File: src/rtl/syn_fifo_core.sv
// Single-clock FIFO with registered read data, occupancy count and full/empty flags.
// d_depth must be a power of two >= 2 so the pointers wrap naturally.

module syn_fifo_core #(
    parameter int unsigned d_width = 8,
    parameter int unsigned d_depth = 8
) (
    input  logic               clk,
    input  logic               n_rst,
    input  logic               w_en,
    input  logic [d_width-1:0] w_data,
    input  logic               r_en,
    output logic [d_width-1:0] r_data,
    output logic               isEmpty,
    output logic               isFull
);

    localparam int unsigned AddrW = $clog2(d_depth);
    localparam int unsigned CntW  = AddrW + 1;

    localparam logic [CntW-1:0]  FullCount = CntW'(d_depth);
    localparam logic [AddrW-1:0] PtrOne    = AddrW'(1);
    localparam logic [CntW-1:0]  CntOne    = CntW'(1);

    logic [d_width-1:0] mem_q [d_depth];

    logic [AddrW-1:0]   wptr_q, wptr_d;
    logic [AddrW-1:0]   rptr_q, rptr_d;
    logic [CntW-1:0]    count_q, count_d;
    logic [d_width-1:0] r_data_q, r_data_d;

    logic empty, full;
    logic wr_acc, rd_acc;

    assign empty = (count_q == '0);
    assign full  = (count_q == FullCount);

    // A write while full is only accepted when a read frees the slot in the same cycle.
    assign wr_acc = w_en & ~n_rst & (~full | r_en);
    assign rd_acc = r_en & ~n_rst & ~empty;

    always_comb begin
        wptr_d   = wptr_q;
        rptr_d   = rptr_q;
        count_d  = count_q;
        r_data_d = r_data_q;

        if (wr_acc) begin
            wptr_d = wptr_q + PtrOne;
        end

        if (rd_acc) begin
            rptr_d   = rptr_q + PtrOne;
            r_data_d = mem_q[rptr_q];
        end

        case ({wr_acc, rd_acc})
            2'b10:   count_d = count_q + CntOne;
            2'b01:   count_d = count_q - CntOne;
            default: count_d = count_q;
        endcase
    end

    always_ff @(posedge clk or posedge n_rst) begin
        if (n_rst) begin
            wptr_q   <= '0;
            rptr_q   <= '0;
            count_q  <= '0;
            r_data_q <= '0;
        end else begin
            wptr_q   <= wptr_d;
            rptr_q   <= rptr_d;
            count_q  <= count_d;
            r_data_q <= r_data_d;
        end
    end

    // Storage is deliberately left unreset; stale words are unreachable once count is 0.
    always_ff @(posedge clk) begin
        if (wr_acc) begin
            mem_q[wptr_q] <= w_data;
        end
    end

    assign r_data  = r_data_q;
    assign isEmpty = empty;
    assign isFull  = full;

endmodule

File: config.mk
export PLATFORM = sky130hd
export DESIGN_NAME = syn_fifo_core
export DESIGN_NICKNAME = d
export VERILOG_FILES = /design/src/rtl/syn_fifo_core.sv
export SDC_FILE = /design/constraint.sdc
export NUM_CORES = 1
export LEC_CHECK = 0
export ABC_CLOCK_PERIOD_IN_PS = 2600
export BUFFER_PORTS_ARGS = -buffer_cell sky130_fd_sc_hd__clkbuf_2
export CORE_ASPECT_RATIO = 0.75
export CORE_MARGIN = 4
export CORE_UTILIZATION = 37
export CTS_BUF_LIST = sky130_fd_sc_hd__clkbuf_4
export DETAILED_ROUTE_END_ITERATION = 6
export SYNTH_ARGS = -nofsm -noshare
export SYNTH_HDL_FRONTEND = slang
export SYNTH_SLANG_ARGS = --single-unit
File: constraint.sdc
create_clock -name clk -period 2.6 [get_ports clk]
set_clock_uncertainty 0.1 [all_clocks]
set_input_delay 0.13 -clock clk [delete_from_list [all_inputs] [get_ports clk]]
set_output_delay 0.13 -clock clk [all_outputs]
set_load 0.05 [all_outputs]
==> results of run 1 <==
## timing repair
| item | 4_1_cts | 5_1_grt |
|---|---|---|
| endpoints found under the hold margin | 83 | 0 |
| gates resized for setup | 0 | 1 |
| hold buffers | 9 | 0 |
| setup endpoints to repair | 0 | 1 |
## flip-flops by register name, indices dropped and copies added, names as in the netlist
signal	count
count_q	4
mem_q	64
r_data	8
rptr_q	3
wptr_q	3
## worst paths after layout
path / start / to / cells after the start
setup / recovery: count_q[1] / count_q[3] / 9
hold / removal: w_en / wptr_q[2] / 4
setup reg to reg: count_q[1] / count_q[3] / 9
hold reg to reg: rptr_q[2] / rptr_q[2] / 1
max in group asynchronous: n_rst / rptr_q[0] / 4
min in group asynchronous: n_rst / wptr_q[0] / 4
## worst max-delay path, stage by stage, from the launching register on
cell       delay, ns
dfrtp_2         0.50
nor4b_4         0.30
nand2b_1        0.16
nand2_2         0.15
ha_4            0.18
ha_4            0.20
a21o_1          0.17
a2111oi_1       0.33
nand4b_1        0.16
nand3_1         0.07
## synthesized netlist by cell type (2+ instances only)
cell type | n | area share [%]
inv_1 | 12 | 1.3
nand3_1 | 12 | 1.8
edfxtp_1 | 64 | 56
a22oi_1 | 16 | 3.5
nor2b_1 | 3 | 0.55
nor3_1 | 3 | 0.44
xor2_1 | 2 | 0.51
mux2i_1 | 33 | 9.7
xnor2_1 | 4 | 1.0
nor4_1 | 2 | 0.37
o21ai_0 | 9 | 1.3
buf_1 | 4 | 0.44
ha_1 | 5 | 1.8
nand2_1 | 7 | 0.77
buf_4 | 3 | 0.66
dfrtp_1 | 18 | 13
nand2b_1 | 2 | 0.37
nor2_1 | 6 | 0.66
buf_2 | 2 | 0.29
## final cells by class
cell class | count | area [um2] | share of cell area, %
clock buffers | 10 | 75.1 | 1.87
flip-flops and latches | 82 | 2380 | 59.3
multi-input cells | 118 | 978 | 24.4
inverters | 12 | 45.0 | 1.12
clock inverters | 6 | 90.1 | 2.25
repair buffers | 44 | 300 | 7.49
diodes | 1 | 2.50 | 0.0624
well taps | 112 | 140 | 3.50
## layer usage
| layer | global-route usage, % | share of wire [%] |
|---|---|---|
| met5 | 0 | 0 |
| met4 | 3.95 | 1.2 |
| met3 | 5.04 | 4.4 |
| met2 | 18.3 | 44 |
| met1 | 17.3 | 50 |
## power groups by stage
stage | Combinational, mW | Clock [mW] | Sequential, mW
after floorplan | 0.903 | 0 | 2.03
after global placement | 1.38 | 0 | 1.90
after detailed placement | 1.39 | 0 | 1.92
after CTS | 1.40 | 0.873 | 1.89
after global routing | 1.52 | 0.934 | 1.92
final | 1.39 | 0.846 | 1.88
## through the flow
stage,worst slack (ns),utilization [%],TNS [ns],instance area [um2],cells
after floorplan,-0.149,-,-0.149,3450,223
after global placement,0.276,41.6,0,3750,359
after detailed placement,0.189,41.6,0,3750,359
after CTS,0.168,44.4,0,4000,384
after global routing,0.0324,44.5,0,4010,384
final,0.196,44.5,0,4010,385
## logic make-up (layout without fill, tap and decap cells)
family,count (synthesis),after routing,synth area share [%]
AO/OA/AOI/OAI,28,28,5.47
XOR/XNOR,6,6,1.54
adder cells (fa/ha/maj),6,6,2.42
buffers and inverters,23,72,3.15
flip-flops,82,82,69.6
multiplexers,35,35,10.5
other,0,1,0
AND/OR/NAND/NOR,43,43,7.41
## placed cells by master (no fill, tap or decap), types with 2 or more instances in the layout
cell type       n
nor2_1          6
a22oi_1        16
edfxtp_1       64
o21ai_0         9
dfrtp_2         3
clkbuf_2       21
mux2i_1        33
nor4_2          2
xor2_1          2
nor3_1          3
clkbuf_4       10
nand3_1        12
bufinv_16       2
nand2b_1        2
nand2_1         7
buf_4          14
xnor2_1         4
ha_1            3
ha_4            2
nor2b_1         3
dfrtp_1        15
dlygate4sd3_1   9
inv_1          12
inv_6           2
==> results.md, run 1 <==
- Initial antenna violation count: 0
- Global-route wire length before repair: 10,100 um
- Mapped cell area: between 0.003 and 0.004 mm2
- WP data required: 2.84 ns
- Final nets: roughly 290
- Int Pwr: between 2 and 3 mW
- Max-slew violations: 0
- DR vias: ~1,900
- Slew HR: approximately 39%
- Gr usage total: between 10% and 20%
- RSZ-0062 raised after global routing: false
- P_leak: 1.52 nW
- DIE HEIGHT: 91.2 um
- Total iterations of the first detailed-routing run: 4
- Sequential power share: a little under half
- Die width: roughly 120 um
- Total power: 4.12 mW
- CP Launch Type: flip-flop
- Initial Utilization: a little under two fifths
- Largest net degree at the start of global routing: 20
- Root buf cell: clkbuf_4
- Full die area: 0.0108 mm2
- Final min period: between 2 and 2.5 ns
- Global route overflow: 0
- Achievable Freq: approximately 420 MHz
- Clk buf depth: 2
- Share of the clock period used by the worst path: approximately 90%
- Share of cells above drive strength 1: around 23%
- Comb power frac: between 30% and 40%
- Yosys reg bits: 82
- Hold WC Path Type: in2reg
- Clk_lat worst skew: 0.44 ns
- P_sw: between 1.5 and 2 mW
- Post-route DRC violation count: 0
- H-tree depth: 3
- CTS tree: built
- Syn-to-layout area delta: 17.5%
- FFs w/ async S/R, synth: a little over a fifth
- 1st-iter DRT viols: 120
- Mapped Cells: approximately 220
- Syn avg cell area: approximately 15 um2
- Syn nets: approximately 240
- Worst Path Max Fanout: 5
- Port bufs: 21
- Synth cell types: 35
- Worst Tran Pin Value: between 0.9 and 1 ns
- Clk network pwr share: approximately a fifth
- Top-Level Pins: 22
- Final Hold Fails: 0
- Vias in the first global route: between 1,500 and 2,000
- Max Cap Violations: 0
- R2r setup slk: a little under 0.2 ns
- Routed wire length: 6290 um
- Post-synth EDFFs: 64
- RD Place Congestion: ~0.79
- Clk pin slew, worst setup/hold paths: ~0.13 ns
- # rows: 30
- Hold WS: around 0.045 ns
- Worst IR Drop VDD: 0.556 mV
- Critical path class: reg2reg
- Core Box Area: about 0.009 mm2
- Routed Antenna Nets: 0
- CP Capture Type: flip-flop
- Clock sinks: 82
- CTS Buf Count: 9
- Sw Ratio: a little under two fifths
- Critical Path AT: around 2.7 ns
- Final setup vio count: 0
- DP HPWL: approximately 4300 um
- Vias per cell: around 4.9
- Ys Warns: 0
- Number of fill cells in the layout: a little over 800
- Setup Buffers After CTS: 0
- PwrDens: 1030 mW/mm2
- WL/cell: roughly 16 um
- Most used DFF post-synth: edfxtp_1
- Register area share after synthesis: a little over two thirds
- Status: finished, final reports clean
(Power assumes the default switching activity.)
==> run 2, diff against run 1 <==
--- a/config.mk
+++ b/config.mk
@@ -17 +17,2 @@
 export SYNTH_SLANG_ARGS = --single-unit
+export TNS_END_PERCENT = 100
==> constraint.sdc (replaced) <==
create_clock -name clk -period 2.6 [get_ports clk]
set_clock_uncertainty 0.1 [all_clocks]
set_input_delay 0 -clock clk [delete_from_list [all_inputs] [get_ports clk]]
set_output_delay 0 -clock clk [all_outputs]
set_load 0.05 [all_outputs]
==> results.md, run 2 (same netlist as run 1, synthesis figures left out) <==
- Routed Antenna Nets: 0 (unchanged)
- Total power: 4.10 mW (-0.33%)
- Setup Buffers After CTS: 0 (unchanged)
- DP HPWL: 4340 um (+2.2%)
- Clock sinks: 82 (unchanged)
- RD Place Congestion: 0.784 (-0.17%)
- Die width: 119 um (unchanged)
- Gr usage total: 12.8% (+0.15 points)
- Achievable Freq: 412 MHz (-1.1%)
- Place WS: 0.187 ns (-0.00148 ns)
- Clk_lat worst skew: 0.43 ns (about the same)
- CP top delay family: simple AND/OR/NAND/NOR gates
- Core Box Area: 0.00901 mm2 (unchanged)
- Post-layout util: 44.8% (+0.29 points)
- CTS tree: built
- Slew HR: 34.1% (-5.1 points)
- Commonest non-fill, non-tap cell in the layout: edfxtp_1
- Max reg flops: 64 (unchanged)
- Total iterations of the first detailed-routing run: 5 (+1)
- Final setup vio count: 0 (unchanged)
- Worst IR Drop VDD: 0.459 mV (-17%)
- Port bufs: 21 (unchanged)
- CTS Buf Count: 9 (unchanged)
- Root buf cell: clkbuf_4
- CP Cell Sequence: nor4b_4, nand2b_1, nand2_2, ha_4, ha_4, a21o_1, a2111oi_1, nand4b_1, nand3_1
- Cell mode on critical path: ha_4
- Share of cells above drive strength 1: 22.5% (-0.62 points)
- Min setup slack post-route: 0.170 ns (-0.0256 ns)
- Share of the clock period used by the worst path: 93.5% (+0.98 points)
- RSZ-0062 raised after global routing: false
- 1st-iter DRT viols: 155 (+29%)
- Top-Level Pins: 22 (unchanged)
- Commonest non-fill, non-tap cells in the layout: edfxtp_1 (64), mux2i_1 (33), clkbuf_2 (21)
- Worst Tran Pin Value: 0.984 ns (+0.0760 ns)
- Syn-to-layout area delta: 18.3%
- P_leak: 1.53 nW (+0.48%)
- WP data required: 2.82 ns (-0.02 ns)
- PwrDens: 1020 mW/mm2 (-0.98%)
- Vias per cell: 4.91 (about the same)
- Final Hold Fails: 0 (unchanged)
- Clk buf depth: 2 (unchanged)
- Global route overflow: 0 (unchanged)
- Vias in the first global route: 1,957 (+1.9%)
- CP max stage delay: 0.49 ns (about the same)
- CP Launch Type: flip-flop
- DIE HEIGHT: 91.2 um (unchanged)
- Initial Utilization: 37.9% (unchanged)
- CP bufs+invs: 0 (unchanged)
- ANT cells: 0 (-1)
- # rows: 30 (unchanged)
- Hold WC Path Type: in2async
- Crit Reg-Reg Endpoint: count_q[3]
- Clk pin slew, worst setup/hold paths: 0.13 ns (about the same)
- Initial antenna violation count: 0 (unchanged)
- CP max-delay cell: dfrtp_2
- WL/cell: 16.5 um (+1.2%)
- Max Cap Violations: 0 (unchanged)
- Worst r2r path cells: 9 (unchanged)
- Final nets: 288 (+1.1%)
- Max-slew violations: 0 (unchanged)
- Global-route wire length before repair: 10,300 um (+1.5%)
- H-tree depth: 3 (unchanged)
- FF-to-FF Start: count_q[1]
- Final min period: 2.43 ns (+0.0256 ns)
- Largest net degree at the start of global routing: 20 (unchanged)
- Routed wire length: 6400 um (+1.7%)
- Status: finished, final reports clean
- R2r setup slk: 0.17 ns (-0.03 ns)
- DR vias: 1,902 (+0.42%)
- Post-route DRC violation count: 0 (unchanged)
- Critical path class: reg2reg
- Worst Path Max Fanout: 5 (unchanged)
- Reg with most FFs: mem_q
- Critical Path AT: 2.65 ns (about the same)
- Full die area: 0.0108 mm2 (unchanged)
- CP Capture Type: flip-flop
==> run 2: final cells by class <==
cell class              instances  area (um2)
fillers                       804        4970
flip-flops and latches         82        2380
multi-input cells             118         978
repair buffers                 47         330
well taps                     112         140
clock inverters                 6        88.8
clock buffers                  10        75.1
inverters                      12        45.0
==> run 2: per-layer routing <==
layer	vias to the layer above	GRT usage, %	part of all wire [%]
li1	934	-	-
met1	926	17.2	48
met2	32	19.8	46
met3	10	4.05	4.4
met4	0	3.95	1.4
met5	-	0	0
==> run 2: worst max path at each step <==
stage,start,end,cells after the start
finish,count_q[1],count_q[3],9
global route,count_q[1],count_q[3],9
CTS,count_q[1],count_q[3],9
detailed placement,count_q[1],count_q[3],9
global placement,count_q[1],count_q[3],9
floorplan,count_q[1],count_q[3],9
==> run 2: per-stage QoR <==
| stage | instances | setup TNS, ns | area [um2] | hold slack (ns) |
|---|---|---|---|---|
| detailed placement | 359 | 0 | 3750 | -0.0277 |
| global route | 387 | 0 | 4030 | 0.0565 |
| global placement | 359 | 0 | 3750 | -0.0333 |
| finish | 387 | 0 | 4030 | 0.0547 |
| CTS | 387 | 0 | 4030 | 0.0312 |
| floorplan | 223 | -0.149 | 3450 | -0.153 |
==> run 2: report_power, final <==
group	leakage (nW)	total [mW]	switching [mW]	internal, mW
Sequential	0.790	1.88	0.247	1.64
Clock	0.0846	0.828	0.426	0.402
Combinational	0.657	1.39	0.836	0.557
==> run 2: repair_timing <==
action,CTS,global route
endpoints found under the setup margin,0,1
hold buffers,12,0
hold endpoints to repair,87,0
gates resized for setup,0,1
==> run 2: worst min-delay path: stages <==
cell and delay [ns]:
dlygate4sd3_1 0.53, clkbuf_2 0.14, inv_1 0.05, buf_4 0.26
==> run 3, diff against run 2 <==
CTS_BUF_LIST = sky130_fd_sc_hd__clkbuf_8   (was sky130_fd_sc_hd__clkbuf_4)
==> results.md, run 3 (same netlist as run 1, synthesis figures left out) <==
- Status: finished, final reports clean
- Setup TNS: 0 ns (unchanged)
- Vias per cell: 4.91 (about the same)
- RSZ-0062 raised after global routing: false
- Core Box Area: 0.00901 mm2 (unchanged)
- Critical Path AT: 2.56 ns (-0.09 ns)
- Number of fill cells in the layout: 798 (-0.75%)
- Total iterations of the first detailed-routing run: 5 (unchanged)
- Top-Level Pins: 22 (unchanged)
- CTS Buf Count: 9 (unchanged)
- Syn-to-layout area delta: 19.5%
- 1st-iter DRT viols: 115 (-26%)
- DP Area: 0.00375 mm2 (unchanged)
- Routed wire length: 6400 um (+0.11%)
- Global route overflow: 0 (unchanged)
- Clk buf depth: 2 (unchanged)
- Max-slew violations: 0 (unchanged)
- Worst Path Max Fanout: 5 (unchanged)
- Full die area: 0.0108 mm2 (unchanged)
- Hold WC Path Type: in2reg
- Post-layout util: 45.3% (+0.47 points)
- P_leak: 1.56 nW (+1.6%)
- Total power: 4.29 mW (+4.6%)
- Clk pin slew, worst setup/hold paths: 0.08 ns (-0.05 ns)
- Root buf cell: clkbuf_8
- Clk_lat worst skew: 0.36 ns (-0.07 ns)
- Share of cells above drive strength 1: 22.7% (+0.17 points)
- Post-route DRC violation count: 0 (unchanged)
- WL/cell: 16.6 um (+0.63%)
- Die width: 119 um (unchanged)
- RD Place Congestion: 0.784 (unchanged)
- Worst Tran Pin Value: 0.979 ns (-0.00552 ns)
- Achievable Freq: 414 MHz (+0.48%)
- Final min period: 2.42 ns (-0.0116 ns)
- Port bufs: 21 (unchanged)
- Area occupied by multi-input gates: 978 um2 (unchanged)
- Gr usage total: 12.9% (+0.12 points)
- Initial Utilization: 37.9% (unchanged)
- Clock sinks: 82 (unchanged)
- H-tree depth: 3 (unchanged)
- DR vias: 1,892 (-0.53%)
- Routed Antenna Nets: 0 (unchanged)
- Critical path class: reg2reg
- ANT cells: 0 (unchanged)
- PwrDens: 1050 mW/mm2 (+3.5%)
- Final Hold Fails: 0 (unchanged)
- WP data required: 2.74 ns (-0.08 ns)
- Vias in the first global route: 1,945 (-0.61%)
- Flip-flop and latch area: 0.00238 mm2 (unchanged)
- Global-route wire length before repair: 10,300 um (+0.27%)
- Hold WS: 0.0576 ns (+0.00282 ns)
- Max Cap Violations: 0 (unchanged)
- Largest net degree at the start of global routing: 20 (unchanged)
- CP Launch Type: flip-flop
- CP Capture Type: flip-flop
- Reg with most FFs: mem_q
- DP HPWL: 4340 um (unchanged)
- Initial antenna violation count: 0 (unchanged)
- Worst IR Drop VDD: 0.576 mV (+25%)
- Commonest non-fill, non-tap cell in the layout: edfxtp_1
- Share of the clock period used by the worst path: 93.0% (-0.45 points)
- Max reg flops: 64 (unchanged)
- CTS tree: built
- Slew HR: 34.5% (+0.37 points)
- Final setup vio count: 0 (unchanged)
- Final nets: 286 (-0.69%)
- DIE HEIGHT: 91.2 um (unchanged)
- Post-route design area: 0.00408 mm2 (+1.1%)
- Commonest non-fill, non-tap cells in the layout: edfxtp_1 (64), mux2i_1 (33), clkbuf_2 (21)
- # rows: 30 (unchanged)
run 3: metrics by stage:
stage                     worst slack [ns]  std cells
after floorplan                     -0.149        223
after global placement               0.273        359
after detailed placement             0.187        359
after CTS                            0.174        385
after global routing                0.0183        385
final                                0.182        385
run 3: worst max-delay path: stages, from the launching register on:
cell       delay [ns]
dfrtp_2          0.48
nor4b_4          0.30
nand2b_1         0.15
nand2_2          0.15
ha_4             0.18
ha_4             0.20
a21o_1           0.17
a2111oi_1        0.35
nand4b_1         0.16
nand3_1          0.07
run 3: report_power, final:
| part | switching [mW] | leakage (nW) | internal (mW) |
|---|---|---|---|
| registers | 0.248 | 0.790 | 1.64 |
| clock network | 0.449 | 0.114 | 0.568 |
| logic | 0.838 | 0.651 | 0.553 |
run 3: layer usage:
layer	track usage [%]	wire length [um]	share of wire, %	vias to the layer above
met2	19.6	2970	46	32
met1	17.1	3090	48	925
met4	4.05	56	0.87	0
met3	4.98	284	4.4	8
li1	-	-	-	927
met5	0	0	0	-
run 3: final timing paths:
check,slack (ns),cells after the start,start,end
max reg2reg,0.18,9,count_q[1],count_q[3]
min in group asynchronous,0.14,4,n_rst,r_data[5]
max in group asynchronous,2.03,4,n_rst,count_q[2]
min reg2reg,0.44,2,r_data[7],r_data[7]
max,0.18,9,count_q[1],count_q[3]
min,0.06,4,r_en,wptr_q[2]
run 3: layout make-up:
cell class	instances	share of cell area [%]
clock buffers	10	3.38
clock inverters	6	2.18
inverters	12	1.10
multi-input cells	118	24.0
flip-flops and latches	82	58.3
well taps	112	3.44
repair buffers	45	7.61
run 3: timing repair:
action | in CTS | in global routing
hold buffers | 10 | 0
hold endpoints to repair | 86 | 0
gates resized for setup | 0 | 1
setup buffers | 0 | 0
endpoints found under the setup margin | 0 | 1
